==> config.mk <==
export PLATFORM = sky130hd
export DESIGN_NAME = cmd_scheduler
export DESIGN_NICKNAME = d
export VERILOG_FILES = /design/src/rtl/sd_cmd_pkg.sv /design/src/rtl/cmd_rr_arbiter.sv /design/src/rtl/cmd_scheduler.sv
export SDC_FILE = /design/constraint.sdc
export NUM_CORES = 1
export LEC_CHECK = 0
export BUFFER_PORTS_ARGS = -buffer_cell sky130_fd_sc_hd__buf_2
export CAP_MARGIN = 20
export CORE_MARGIN = 1
export CORE_UTILIZATION = 30
export DETAILED_ROUTE_END_ITERATION = 10
export SYNTH_ARGS = -nofsm -noshare
export SYNTH_HDL_FRONTEND = slang
export SYNTH_SLANG_ARGS = --single-unit
==> constraint.sdc <==
create_clock -name clock -period 5.5 [get_ports clock]
set_input_delay 1.375 -clock clock [delete_from_list [all_inputs] [get_ports clock]]
set_output_delay 1.375 -clock clock [all_outputs]
set_load 0.005 [all_outputs]
==> src/rtl/sd_cmd_pkg.sv <==
// Shared types and widths for the SD-host command scheduler slice.
package sd_cmd_pkg;

  localparam int CMD_INDEX_W = 6;
  localparam int CMD_ARG_W   = 32;
  localparam int RESP_W      = 128;

  typedef enum logic [2:0] {
    IDLE,
    ISSUE,
    WAIT,
    GAP,
    DONE
  } sched_state_t;

endpackage

==> src/rtl/cmd_rr_arbiter.sv <==
// Two-way round-robin arbiter; on a tie the requester that did not win last time is granted.
module cmd_rr_arbiter (
  input  logic [1:0] valid,
  input  logic       last_grant,
  input  logic       enable,
  output logic [1:0] grant
);

  always_comb begin
    grant = 2'b00;
    if (enable) begin
      grant[0] = valid[0] & (~valid[1] | last_grant);
      grant[1] = valid[1] & (~valid[0] | ~last_grant);
    end
  end

endmodule

==> src/rtl/cmd_scheduler.sv <==
// Shares the SD command controller between the register interface (port 0) and the
// data engine (port 1): arbitration, issue, response timeout with retries, completion.
module cmd_scheduler
  import sd_cmd_pkg::*;
#(
  parameter int TIMEOUT_CYCLES = 1024,
  parameter int MAX_RETRIES    = 2,
  parameter int CNT_W          = 16
) (
  input  logic                   clock,
  input  logic                   reset,
  input  logic                   req0_valid,
  input  logic [CMD_INDEX_W-1:0] req0_index,
  input  logic [CMD_ARG_W-1:0]   req0_argument,
  output logic                   req0_ready,
  input  logic                   req1_valid,
  input  logic [CMD_INDEX_W-1:0] req1_index,
  input  logic [CMD_ARG_W-1:0]   req1_argument,
  output logic                   req1_ready,
  input  logic                   timeout_en,
  output logic                   done0,
  output logic                   done1,
  output logic [RESP_W-1:0]      resp_data,
  output logic                   resp_error,
  output logic                   resp_timeout,
  output logic                   new_command,
  output logic [CMD_INDEX_W-1:0] cmd_index,
  output logic [CMD_ARG_W-1:0]   cmd_argument,
  output logic                   timeout_enable,
  output logic                   time_out,
  input  logic [RESP_W-1:0]      response,
  input  logic                   command_complete,
  input  logic                   command_index_error,
  input  logic                   ctrl_idle
);

  localparam logic [CNT_W-1:0] CNT_LAST  = CNT_W'(TIMEOUT_CYCLES - 1);
  localparam logic [7:0]       RETRY_MAX = 8'(MAX_RETRIES);

  sched_state_t     state;
  logic [CNT_W-1:0] wait_cnt;
  logic [7:0]       retry_cnt;
  logic             last_grant;
  logic             grant_id;
  logic             arb_enable;
  logic [1:0]       arb_grant;

  // Ready is combinational so the handshake completes in the cycle the request is seen.
  assign arb_enable = (state == IDLE) && ctrl_idle && !reset;
  assign req0_ready = arb_grant[0];
  assign req1_ready = arb_grant[1];

  cmd_rr_arbiter u_arbiter (
    .valid      ({req1_valid, req0_valid}),
    .last_grant (last_grant),
    .enable     (arb_enable),
    .grant      (arb_grant)
  );

  always_ff @(posedge clock) begin
    if (reset) begin
      state          <= IDLE;
      wait_cnt       <= '0;
      retry_cnt      <= '0;
      last_grant     <= 1'b1;
      grant_id       <= 1'b0;
      new_command    <= 1'b0;
      time_out       <= 1'b0;
      done0          <= 1'b0;
      done1          <= 1'b0;
      resp_data      <= '0;
      resp_error     <= 1'b0;
      resp_timeout   <= 1'b0;
      cmd_index      <= '0;
      cmd_argument   <= '0;
      timeout_enable <= 1'b0;
    end else begin
      new_command    <= 1'b0;
      time_out       <= 1'b0;
      done0          <= 1'b0;
      done1          <= 1'b0;
      timeout_enable <= timeout_en;
      case (state)
        IDLE: begin
          if (arb_grant != 2'b00) begin
            grant_id     <= arb_grant[1];
            cmd_index    <= arb_grant[1] ? req1_index : req0_index;
            cmd_argument <= arb_grant[1] ? req1_argument : req0_argument;
            retry_cnt    <= '0;
            new_command  <= 1'b1;
            state        <= ISSUE;
          end
        end
        ISSUE: begin
          wait_cnt <= '0;
          state    <= WAIT;
        end
        WAIT: begin
          // Saturating at the last count lets a late timeout_en fire on the next cycle.
          if (wait_cnt != CNT_LAST) begin
            wait_cnt <= wait_cnt + CNT_W'(1);
          end
          if (command_complete) begin
            resp_data    <= response;
            resp_error   <= command_index_error;
            resp_timeout <= 1'b0;
            done0        <= ~grant_id;
            done1        <= grant_id;
            state        <= DONE;
          end else if (timeout_enable && (wait_cnt == CNT_LAST)) begin
            time_out <= 1'b1;
            if (retry_cnt < RETRY_MAX) begin
              retry_cnt <= retry_cnt + 8'd1;
              state     <= GAP;
            end else begin
              resp_data    <= '0;
              resp_error   <= 1'b1;
              resp_timeout <= 1'b1;
              done0        <= ~grant_id;
              done1        <= grant_id;
              state        <= DONE;
            end
          end
        end
        GAP: begin
          if (ctrl_idle) begin
            new_command <= 1'b1;
            state       <= ISSUE;
          end
        end
        DONE: begin
          last_grant <= grant_id;
          state      <= IDLE;
        end
        default: state <= IDLE;
      endcase
    end
  end

endmodule
==> flow_metrics.tcl <==
set metrics [dict create \
    slew-limit-headroom_pct 32.5 \
    critPathMaxFanout 26 \
    min_period_over_period_pct 67.8 \
    async_flop_share_pct 0 \
    ys_top_cells_by_count "dfxtp_1, o21ai_0, nand2b_1, nand3b_1" \
    hold_class "reg -> reg" \
    setup_violations 0 \
    area_delta_synth_final_pct 35.4 \
    clk_pin_slew_ns 0.06 \
    dr.pass1.iters 4 \
    r2r-end "resp_data[3]$_SDFFE_PP0P_" \
    cts_sinks 202 \
    num_vias 7663 \
    gr-total-overflow 0 \
    regToRegStartpoint "wait_cnt[11]$_SDFFE_PP0P_" \
    port_buffers 386 \
    finClkSkew_ns 0.0155 \
    netlist.area_leader.share_pct 47.5 \
    cts_tree "built" \
    place_area_sq_um 10700 \
    min_from "retry_cnt[7]$_SDFFE_PP0P_" \
    power.leakage_uw 0.00512 \
    fillers 2800 \
    fp.coreArea_sq_um 27900 \
    drt_iter0_markers 374 \
    floorplan.initialDensity_pct 30.6 \
    end_kind "primary output" \
    grt_max_degree 123 \
    synth_area_leaders "dfxtp_1, nand3b_1, nand2b_1" \
    tightestPinTransition_ns 1.01 \
    grt_pass1_wl_um 36400 \
    cts_max_level 1 \
    multiInputGateArea_sq_um 4100 \
    ctsResizeCount 0 \
    postCtsSetupBuffers 0 \
    routed_via_density 4.60 \
    ant_nets 0 \
    grt_usage_pct 15.7 \
    cts_buffers 24 \
    ios 387 \
    critPathCapture "req1_ready" \
    rows 61 \
    seqCellArea_sq_um 4040 \
    antenna_found_initial 0 \
    clock_latency_ns 0.52 \
    cts-hold-fix-buffers 0 \
    cap_violations 0 \
    syn_area_sq_um 8520 \
    p_per_area_nw_per_um2 303 \
    grt_pass1_vias 6919 \
    synth_flop_cell "dfxtp_1" \
    worst-setup-path-type "in -> out" \
    period_minus_slack_ns 3.73 \
    ir_drop_mv 0.184 \
    critPathLaunchType "input port" \
    dieArea_sq_um 29100 \
    die_h_um 171 \
    slew_violations 0 \
    wire_per_inst_um 14.7 \
    yosysMostFrequentCell "dfxtp_1" \
    cp.arrival_ns 2.35 \
    cts-root-buf "clkbuf_16" \
    crit_path_start "reset" \
    drc_errors 0 \
    yosysUniqueCellTypes 48 \
    fmax_mhz 268 \
    fin_area_sq_um 11500 \
    synth.avg_cell_area_sq_um 9.15 \
    final_hold_viol_count 0 \
    status "finished, final reports clean" \
    rrSetupSlack_ns 2.08 \
    gp_congestion 0.802 \
    num_antenna_cells 0 \
    die_x_um 171 \
    cp.required_ns 4.12 \
    synth_seq_cells 202 \
    r2r_cells 6 \
    ys_warn_count 0 \
    synth_edf_count 0 \
    drive_gt1_share_pct 35.1 \
    yosys.area.top_type "dfxtp_1" \
    rsz0062_at_grt "no" \
    yosysSeqAreaShare_pct 47.5 \
    fin_nets 1483 \
    wl_um 24500 \
    syn_inst 931 \
    syn_nets 1145 \
    dp_hpwl_um 17100 \
    setup_tns_ns 0 \
    clock_path_buffers 3 \
]
[sequential cells by signal, indices dropped and copies added, names as in the netlist, 3 cells and up]
| signal | count |
|---|---|
| cmd_argument | 32 |
| cmd_index | 6 |
| resp_data | 128 |
| retry_cnt | 8 |
| state | 3 |
| wait_cnt | 16 |
[routing by layer]
metal | part of all wire (%) | GRT usage, % | up-vias
met2 | 48 | 27.4 | 282
met4 | 1.6 | 4.19 | 0
met5 | 0 | 0 | -
met1 | 42 | 18.5 | 3448
li1 | - | - | 3910
met3 | 8.4 | 4.63 | 23
[layout make-up]
cell class	instances	area share [%]
clock buffers	34	6.14
repair buffers	396	17.5
multi-input cells	637	35.6
flip-flops and latches	202	35.1
well taps	378	4.10
inverters	8	0.260
clock inverters	10	1.42
[how the worst min path moves through the flow]
stage	slack (ns)	cells after the start	endpoint
2_1_floorplan	0.43	1	done0$_SDFF_PP0_
3_3_place_gp	0.44	1	retry_cnt[3]$_SDFFE_PP0P_
3_5_place_dp	0.45	1	retry_cnt[7]$_SDFFE_PP0P_
4_1_cts	0.47	1	retry_cnt[7]$_SDFFE_PP0P_
5_1_grt	0.49	2	resp_data[37]$_SDFFE_PP0P_
6_report	0.47	1	retry_cnt[7]$_SDFFE_PP0P_
[per-stage QoR]
step | setup slack, ns | instances | power [uW] | hold WS [ns] | util (%)
2_1_floorplan | 1.65 | 931 | 1680 | 0.426 | -
3_3_place_gp | 1.77 | 1621 | 1810 | 0.444 | 38.3
3_5_place_dp | 1.77 | 1621 | 1810 | 0.453 | 38.3
4_1_cts | 1.76 | 1665 | 3560 | 0.470 | 41.4
5_1_grt | 1.71 | 1665 | 3650 | 0.489 | 41.4
6_report | 1.77 | 1665 | 3490 | 0.465 | 41.4
[cell families after synthesis]
logic type	share of synthesized area, %
flops	47.5
buf+inv	4.61
simple gates	28.1
compound gates	13.7
fa+ha+maj	0.294
mux	4.86
xor+xnor	0.925
[power breakdown]
part / switching, uW / internal, uW
logic: 125 / 139
registers: 19.2 / 1500
clock network: 628 / 1080
total: 772 / 2720
[placed cells by master (no fill, tap or decap), types with 6 or more instances in the layout]
cell	n
inv_1	8
dfxtp_1	202
clkbuf_16	24
nand2b_1	130
a21oi_1	13
a211oi_1	41
and2_1	6
nand3_1	9
buf_4	10
nand3b_1	129
mux2i_1	38
nand2_1	10
nor3_1	10
clkbuf_8	7
nor2_1	62
o21ai_0	133
buf_2	385
[critical path, cell delays in order]
cell      delay [ns]
buf_6           0.15
nand3b_1        0.28
a211o_2         0.37
inv_1           0.07
buf_2           0.11
Power figures use the tool's default switching activity.
